$ cat config.mk
export PLATFORM = sky130hd
export DESIGN_NAME = cpu_mem_wb_flat
export DESIGN_NICKNAME = d
export VERILOG_FILES = /design/src/rtl/cpu_mem_wb_pkg.sv /design/src/rtl/cpu_mem_wb_if.sv /design/src/rtl/cpu_mem_wb.sv /design/src/flat_wrapper.sv
export SDC_FILE = /design/constraint.sdc
export NUM_CORES = 1
export LEC_CHECK = 0
export CAP_MARGIN = 10
export CORE_UTILIZATION = 37
export CTS_CLUSTER_DIAMETER = 120
export DETAILED_ROUTE_END_ITERATION = 12
export GPL_ROUTABILITY_DRIVEN = 0
export GPL_TIMING_DRIVEN = 0
export PLACE_DENSITY = 0.75
export SLEW_MARGIN = 20
export SYNTH_ARGS = -nofsm -noshare
export SYNTH_HDL_FRONTEND = slang
export SYNTH_SLANG_ARGS = --single-unit
$ cat constraint.sdc
create_clock -name clk -period 1.5 [get_ports clk]
set_input_delay 0.225 -clock clk [delete_from_list [all_inputs] [get_ports clk]]
set_output_delay 0.225 -clock clk [all_outputs]
set_load 0.01 [all_outputs]
$ cat src/rtl/cpu_mem_wb_pkg.sv
// Shared CPU definitions: execute-stage result record, memory-op kind and
// memory/write-back FSM state encodings.
package lib_cpu;

    localparam int DATA_W  = 32;
    localparam int ADDR_W  = 30;
    localparam int EX_RD_W = 4;

    typedef struct packed {
        logic [31:0]         pc;
        logic [EX_RD_W-1:0]  rd;
        logic [DATA_W-1:0]   x_rd;
        logic [ADDR_W-1:0]   addr_4byte;
        logic [DATA_W-1:0]   mem_val;
        logic                intr_en;
    } execute_t;

    typedef enum logic [1:0] {
        KIND_PLAIN = 2'b00,
        KIND_LOAD  = 2'b01,
        KIND_STORE = 2'b10
    } kind_e;

    typedef enum logic [1:0] {
        ST_IDLE = 2'b00,
        ST_MEM  = 2'b01,
        ST_WB   = 2'b10
    } state_e;

    // The reserved encoding 2'b11 behaves exactly like a plain op.
    function automatic kind_e norm_kind(input logic [1:0] k);
        case (k)
            2'b01:   return KIND_LOAD;
            2'b10:   return KIND_STORE;
            default: return KIND_PLAIN;
        endcase
    endfunction

endpackage

$ cat src/rtl/cpu_mem_wb_if.sv
// Data-bus interface between the memory/write-back stage (master) and memory (slave).
interface cpu_mem_wb_if;
    import lib_cpu::*;

    logic              mem_req;
    logic              mem_we;
    logic [ADDR_W-1:0] mem_addr;
    logic [DATA_W-1:0] mem_wdata;
    logic              mem_ack;
    logic [DATA_W-1:0] mem_rdata;

    modport master (
        output mem_req, mem_we, mem_addr, mem_wdata,
        input  mem_ack, mem_rdata
    );

    modport slave (
        input  mem_req, mem_we, mem_addr, mem_wdata,
        output mem_ack, mem_rdata
    );

endinterface

$ cat src/rtl/cpu_mem_wb.sv
// Memory-access and write-back stage: one transaction at a time, IDLE -> [MEM] -> WB.
// Optional bus timeout is enabled by defining CPU_MEM_TIMEOUT_EN.
module cpu_mem_wb
    import lib_cpu::*;
#(
    parameter logic [7:0] TIMEOUT_CYCLES = 8'd255,
    parameter int         RD_W           = 4
) (
    input  logic               clk,
    input  logic               reset,
    input  logic               ex_valid,
    output logic               ex_ready,
    input  execute_t           ex,
    input  logic [1:0]         ex_kind,
    cpu_mem_wb_if.master       bus,
    output logic               rf_we,
    output logic [RD_W-1:0]    rf_waddr,
    output logic [DATA_W-1:0]  rf_wdata,
    output logic               pc_valid,
    output logic [31:0]        pc_next,
    output logic               err
);

    state_e              state_q, state_d;
    kind_e               kind_p1;
    logic [31:0]         pc_p1;
    logic [EX_RD_W-1:0]  rd_p1;
    logic [DATA_W-1:0]   xrd_p1;
    logic [ADDR_W-1:0]   addr_p1;
    logic [DATA_W-1:0]   wdata_p1;
    logic [DATA_W-1:0]   rdata_p1;
    logic                to_p1;
    logic                timeout_hit;
    logic                unused_intr;

    assign unused_intr = ex.intr_en;

`ifdef CPU_MEM_TIMEOUT_EN
    logic [7:0] cnt_p1;

    assign timeout_hit = (state_q == ST_MEM) && !bus.mem_ack &&
                         ((cnt_p1 + 8'd1) == TIMEOUT_CYCLES);

    always_ff @(posedge clk) begin
        if (reset) begin
            cnt_p1 <= '0;
            to_p1  <= 1'b0;
        end else begin
            if (state_q == ST_IDLE) begin
                cnt_p1 <= '0;
                to_p1  <= 1'b0;
            end else if (state_q == ST_MEM && !bus.mem_ack) begin
                cnt_p1 <= cnt_p1 + 8'd1;
            end
            if (timeout_hit) to_p1 <= 1'b1;
        end
    end
`else
    localparam logic [7:0] unused_timeout = TIMEOUT_CYCLES;
    assign timeout_hit = 1'b0;
    assign to_p1       = 1'b0;
`endif

    // Capture stage: execute result latched at the handshake, load data at the ack.
    always_ff @(posedge clk) begin
        if (reset) begin
            state_q  <= ST_IDLE;
            kind_p1  <= KIND_PLAIN;
            pc_p1    <= '0;
            rd_p1    <= '0;
            xrd_p1   <= '0;
            addr_p1  <= '0;
            wdata_p1 <= '0;
            rdata_p1 <= '0;
        end else begin
            state_q <= state_d;
            if (state_q == ST_IDLE && ex_valid) begin
                kind_p1  <= norm_kind(ex_kind);
                pc_p1    <= ex.pc;
                rd_p1    <= ex.rd;
                xrd_p1   <= ex.x_rd;
                addr_p1  <= ex.addr_4byte;
                wdata_p1 <= ex.mem_val;
            end
            if (state_q == ST_MEM && bus.mem_ack && kind_p1 == KIND_LOAD)
                rdata_p1 <= bus.mem_rdata;
        end
    end

    // Output stage: everything below depends on registered state only.
    always_comb begin
        state_d       = state_q;
        ex_ready      = 1'b0;
        bus.mem_req   = 1'b0;
        bus.mem_we    = 1'b0;
        bus.mem_addr  = addr_p1;
        bus.mem_wdata = wdata_p1;
        rf_we         = 1'b0;
        rf_waddr      = RD_W'(rd_p1);
        rf_wdata      = (kind_p1 == KIND_LOAD) ? rdata_p1 : xrd_p1;
        pc_valid      = 1'b0;
        pc_next       = pc_p1;
        err           = 1'b0;
        case (state_q)
            ST_IDLE: begin
                ex_ready = 1'b1;
                if (ex_valid)
                    state_d = (norm_kind(ex_kind) == KIND_PLAIN) ? ST_WB : ST_MEM;
            end
            ST_MEM: begin
                bus.mem_req = 1'b1;
                bus.mem_we  = (kind_p1 == KIND_STORE);
                if (bus.mem_ack || timeout_hit) state_d = ST_WB;
            end
            ST_WB: begin
                pc_valid = 1'b1;
                rf_we    = (kind_p1 != KIND_STORE) && (rd_p1 != '0) && !to_p1;
                err      = to_p1;
                state_d  = ST_IDLE;
            end
            default: state_d = ST_IDLE;
        endcase
    end

endmodule

$ cat src/flat_wrapper.sv
// flat-port wrapper written by rule: the top's interface ports become plain ports
module cpu_mem_wb_flat import lib_cpu::*;
#(
    parameter logic [7:0] TIMEOUT_CYCLES = 8'd255,
    parameter int         RD_W           = 4
)
  (clk, reset, ex_valid, ex_ready, ex, ex_kind, rf_we, rf_waddr, rf_wdata, pc_valid, pc_next, err, bus_mem_req, bus_mem_we, bus_mem_addr, bus_mem_wdata, bus_mem_ack, bus_mem_rdata);
  cpu_mem_wb_if bus_i ();
  input  logic clk;
  input  logic reset;
  input  logic ex_valid;
  output logic ex_ready;
  input  execute_t ex;
  input  logic [1:0] ex_kind;
  output logic rf_we;
  output logic [RD_W-1:0] rf_waddr;
  output logic [DATA_W-1:0] rf_wdata;
  output logic pc_valid;
  output logic [31:0] pc_next;
  output logic err;
  output wire logic [$bits(bus_i.mem_req)-1:0] bus_mem_req;
  output wire logic [$bits(bus_i.mem_we)-1:0] bus_mem_we;
  output wire logic [$bits(bus_i.mem_addr)-1:0] bus_mem_addr;
  output wire logic [$bits(bus_i.mem_wdata)-1:0] bus_mem_wdata;
  input wire logic [$bits(bus_i.mem_ack)-1:0] bus_mem_ack;
  input wire logic [$bits(bus_i.mem_rdata)-1:0] bus_mem_rdata;
  assign bus_mem_req = bus_i.mem_req;
  assign bus_mem_we = bus_i.mem_we;
  assign bus_mem_addr = bus_i.mem_addr;
  assign bus_mem_wdata = bus_i.mem_wdata;
  assign bus_i.mem_ack = bus_mem_ack;
  assign bus_i.mem_rdata = bus_mem_rdata;
  cpu_mem_wb #(.TIMEOUT_CYCLES(TIMEOUT_CYCLES), .RD_W(RD_W)) u_core (.clk(clk), .reset(reset), .ex_valid(ex_valid), .ex_ready(ex_ready), .ex(ex), .ex_kind(ex_kind), .bus(bus_i), .rf_we(rf_we), .rf_waddr(rf_waddr), .rf_wdata(rf_wdata), .pc_valid(pc_valid), .pc_next(pc_next), .err(err));
endmodule
==> impl_metrics.xml <==
<?xml version="1.0" encoding="UTF-8"?>
<metrics>
  <group name="run_status">
    <metric name="outcome" unit="">finished with violations</metric>
    <metric name="failed_checks" unit="">negative setup slack</metric>
  </group>
  <group name="setup_path">
    <metric name="worst_setup_path_end_kind" unit="">output port</metric>
    <metric name="critPathBufInv" unit="">3</metric>
    <metric name="crit_path_frequent_cell" unit="">buf_12</metric>
    <metric name="worst-setup-path-type" unit="">reg -&gt; out</metric>
    <metric name="timing.critical_path.from_type" unit="">flip-flop</metric>
    <metric name="cp_cell_sequence" unit="">nand2b_4 -&gt; buf_12 -&gt; buf_12 -&gt; mux2_4 -&gt; buf_6</metric>
    <metric name="r2r_cells" unit="">6</metric>
    <metric name="crit_path_start" unit="">u_core.kind_p1[1]$_SDFFE_PP0P_</metric>
    <metric name="cp_top_family" unit="">buffers and inverters</metric>
    <metric name="reg2reg_launch_point" unit="">u_core.state_q[1]$_SDFFE_PP0P_</metric>
    <metric name="timing.critical_path.fanout_max" unit="">5</metric>
    <metric name="cp_slowest_cell" unit="">dfxtp_2</metric>
    <metric name="critical_path.max_stage_delay" unit="ns">0.32</metric>
    <metric name="r2r_setup_slack" unit="ns">-0.08</metric>
    <metric name="worst-endpoint-required" unit="ns">1.27</metric>
    <metric name="crit_arrival" unit="ns">1.62</metric>
    <metric name="r2r-end" unit="">u_core.rdata_p1[26]$_SDFFE_PP0P_</metric>
  </group>
  <group name="clock_network">
    <metric name="cts.sinks" unit="">166</metric>
    <metric name="tritoncts.num_buffers" unit="">17</metric>
    <metric name="clk_pin_slew_worst_paths" unit="ns">0.06</metric>
    <metric name="htreeDepth" unit="">4</metric>
    <metric name="clock-root-buffer" unit="">clkbuf_16</metric>
    <metric name="clk-insertion-delay-late" unit="ns">0.42</metric>
    <metric name="ctsLongestPathBuffers" unit="">2</metric>
    <metric name="cts_tree" unit="">done</metric>
  </group>
  <group name="logic_synthesis">
    <metric name="cell_count_after_synthesis" unit="">773</metric>
    <metric name="synth.ff_latch_count" unit="">166</metric>
    <metric name="synth-main-ff-cell" unit="">dfxtp_1</metric>
    <metric name="yosys.cell_count.top_type" unit="">nand2_1</metric>
    <metric name="dominant_cell_type_by_area_after_synthesis" unit="">dfxtp_1</metric>
    <metric name="synthesis.nets" unit="">944</metric>
    <metric name="yosys.area.top_type_share" unit="%">50.68</metric>
    <metric name="syn-mean-instance-area" unit="sq um">8.483</metric>
    <metric name="yosysUniqueCellTypes" unit="">26</metric>
    <metric name="yosys-top-cells-count" unit="">265 x nand2_1, 166 x dfxtp_1, 132 x a21oi_1</metric>
    <metric name="yosysWarningCount" unit="">0</metric>
    <metric name="async_flop_share" unit="%">0</metric>
    <metric name="synth.cell_area" unit="sq um">6558</metric>
    <metric name="dominant_cells_by_area_after_synthesis" unit="">dfxtp_1 51%, nand2_1 15%, a21oi_1 10%</metric>
    <metric name="synth_edf_count" unit="">0</metric>
    <metric name="yosysSeqAreaShare" unit="%">50.68</metric>
  </group>
  <group name="cells_and_area">
    <metric name="finalCoreUtilization" unit="%">73.01</metric>
    <metric name="antenna-diode-count" unit="">0</metric>
    <metric name="post_layout_nonfiller_instances" unit="">1383</metric>
    <metric name="multiInputGateArea" unit="sq um">3965</metric>
    <metric name="syn2layout_area_growth" unit="%">92.58</metric>
    <metric name="n_fill_cell" unit="">1246</metric>
    <metric name="seq_area" unit="sq um">3337</metric>
    <metric name="drive_gt1_share" unit="%">35.41</metric>
    <metric name="nets" unit="">1317</metric>
  </group>
  <group name="sta">
    <metric name="worst-slew-pin-transition" unit="ns">0.7265</metric>
    <metric name="post-route-worst-setup-slack" unit="ns">-0.3459</metric>
    <metric name="rsz0062_at_grt" unit="">true</metric>
    <metric name="worst_clock_skew" unit="ns">0.01128</metric>
    <metric name="finalCriticalPeriod" unit="ns">1.846</metric>
    <metric name="hold_violations" unit="">0</metric>
    <metric name="worst_hold_slack" unit="ns">0.3556</metric>
    <metric name="setup_viol" unit="">92</metric>
    <metric name="min_period_over_period" unit="%">123.1</metric>
    <metric name="max_fclk" unit="MHz">541.8</metric>
    <metric name="timing.max_slew.rel_slack" unit="%">51.57</metric>
    <metric name="timing_max_transition_violations_final" unit="">0</metric>
  </group>
  <group name="drt">
    <metric name="first_iter_violations" unit="">249</metric>
    <metric name="route.vias.total" unit="">6797</metric>
    <metric name="viasPerCell" unit="">4.915</metric>
    <metric name="postRouteWirelength" unit="microns">24660</metric>
    <metric name="wire_per_inst" unit="microns">17.83</metric>
    <metric name="detail-route-antenna-nets" unit="">0</metric>
    <metric name="drc_errors" unit="">0</metric>
    <metric name="first_pass_iters" unit="">4</metric>
  </group>
  <group name="power_and_ir_drop">
    <metric name="irDropWorstVdd" unit="mV">0.7777</metric>
    <metric name="p_per_area" unit="nW/um^2">971.1</metric>
    <metric name="total_leakage_power" unit="nW">5.543</metric>
  </group>
  <group name="min_path">
    <metric name="worst_hold_start" unit="">ex[36]</metric>
    <metric name="worstHoldEndpoint" unit="">u_core.bus.mem_addr[3]$_SDFFE_PP0P_</metric>
    <metric name="hold_path_class" unit="">in -&gt; reg</metric>
    <metric name="whs_path_depth" unit="">3</metric>
  </group>
  <group name="grt">
    <metric name="global_route_wire_length_before_repair" unit="microns">36520</metric>
    <metric name="track_usage" unit="%">25.95</metric>
    <metric name="number_of_global_route_vias_before_repair" unit="">6955</metric>
    <metric name="grt_start_max_net_pins" unit="">17</metric>
    <metric name="gr-total-overflow" unit="">0</metric>
    <metric name="grt_antenna_before_repair" unit="">0</metric>
  </group>
  <group name="die">
    <metric name="initial_utilization" unit="%">37.91</metric>
    <metric name="fp.dieArea" unit="sq um">18260</metric>
    <metric name="rows" unit="">48</metric>
    <metric name="i_o_pin_cnt" unit="">305</metric>
    <metric name="placeableCoreArea" unit="sq um">17300</metric>
    <metric name="chipHeight" unit="microns">135.1</metric>
    <metric name="chipWidth" unit="microns">135.1</metric>
  </group>
  <group name="flow_run">
    <metric name="cap_viol_max_count" unit="">0</metric>
  </group>
  <group name="place">
    <metric name="placement.setup.worst_slack" unit="ns">-0.7633</metric>
    <metric name="place_inst" unit="">1299</metric>
    <metric name="place.port_buffers" unit="">301</metric>
    <metric name="dp.final_hpwl" unit="microns">15250</metric>
  </group>
</metrics>
==> placed cells by master, fill, tap and decap left out, drive strengths merged <==
cell type / n
nand2: 265
clkdlybuf4s50: 166
dfxtp: 166
a21oi: 132
buf: 118
dlygate4sd2: 99
nand2b: 65
clkbuf: 51
mux2: 32
mux2i: 32
inv: 6
clkinvlp: 4
bufinv: 3
nor2b: 2
nor2: 2
ha: 2
nor4: 2
nor3b: 2
clkinv: 2
and2b: 1
and2: 1
or3b: 1
a2bb2oi: 1
nand3: 1
a211oi: 1
conb: 1
==> layer usage <==
metal	track usage, %	vias up	wire, microns
met1	28.71	3240	9347
met3	7.744	48	1688
met2	46.87	252	12960
met4	8.989	0	666
li1	-	3257	-
met5	0	-	0
==> cells by family (layout without fill, tap and decap cells) <==
logic type | Yosys count | in the layout | synth area share (%)
other cells | 1 | 1 | 0.05719
simple gates | 342 | 342 | 22.92
flops | 166 | 166 | 50.68
mux | 64 | 64 | 10.38
fa+ha+maj | 2 | 2 | 0.3815
compound gates | 134 | 134 | 10.32
buf+inv | 64 | 449 | 5.266
==> state kept, by name, indices dropped and copies added, names as in the netlist <==
| register | flops |
|---|---|
| u_core.rdata_p1 | 32 |
| u_core.state_q | 2 |
| u_core.kind_p1 | 2 |
| u_core.pc_next | 32 |
| u_core.bus.mem_wdata | 32 |
| u_core.rf_waddr | 4 |
| u_core.xrd_p1 | 32 |
| u_core.bus.mem_addr | 30 |
==> power by group <==
group          internal, W  switching, W
sequential         0.00467      0.000219
clock              0.00262       0.00183
combinational      0.00164       0.00128
==> repair_timing <==
item,in CTS,in global routing
pin swaps,189,25
endpoints found under the setup margin,298,200
gates cloned,20,0
resized for setup,594,154
buffers inserted,32,11
hold buffers,0,0
==> worst max-delay path by stage <==
stage	end	slack (ns)	cells after the start
after global placement	rf_wdata[7]	-0.78	5
after CTS	rf_wdata[12]	-0.35	5
after detailed placement	rf_wdata[0]	-0.76	5
final	rf_wdata[11]	-0.35	5
after global routing	rf_wdata[11]	-0.39	5
after floorplan	rf_wdata[0]	0.009	4
==> worst reg2reg max path, delay by kind of cell, from the launching register on <==
family / cells / cell delay, ns
multiplexers: 1 / 0.25
buffers and inverters: 4 / 0.57
flip-flops: 1 / 0.37
AND/OR/NAND/NOR: 1 / 0.31
==> metrics by stage <==
step / instance area (sq um) / power [W] / setup TNS [ns]
3_5_place_dp: 9852 / 0.006945 / -89.75
3_3_place_gp: 9852 / 0.006927 / -84.99
2_1_floorplan: 6558 / 0.005740 / 0
5_1_grt: 12630 / 0.01271 / -18.39
6_report: 12630 / 0.01226 / -12.57
4_1_cts: 12190 / 0.01213 / -25.26
==> cell type report <==
cell class	instances	area share [%]
Multi-Input combinational cell	543	31.40
Timing Repair Buffer	358	30.48
Sequential cell	166	26.42
Buffer	56	4.696
Clock buffer	20	3.458
Tap cell	225	2.229
Clock inverter	11	1.199
Inverter	4	0.1189
(Power assumes the default switching activity.)
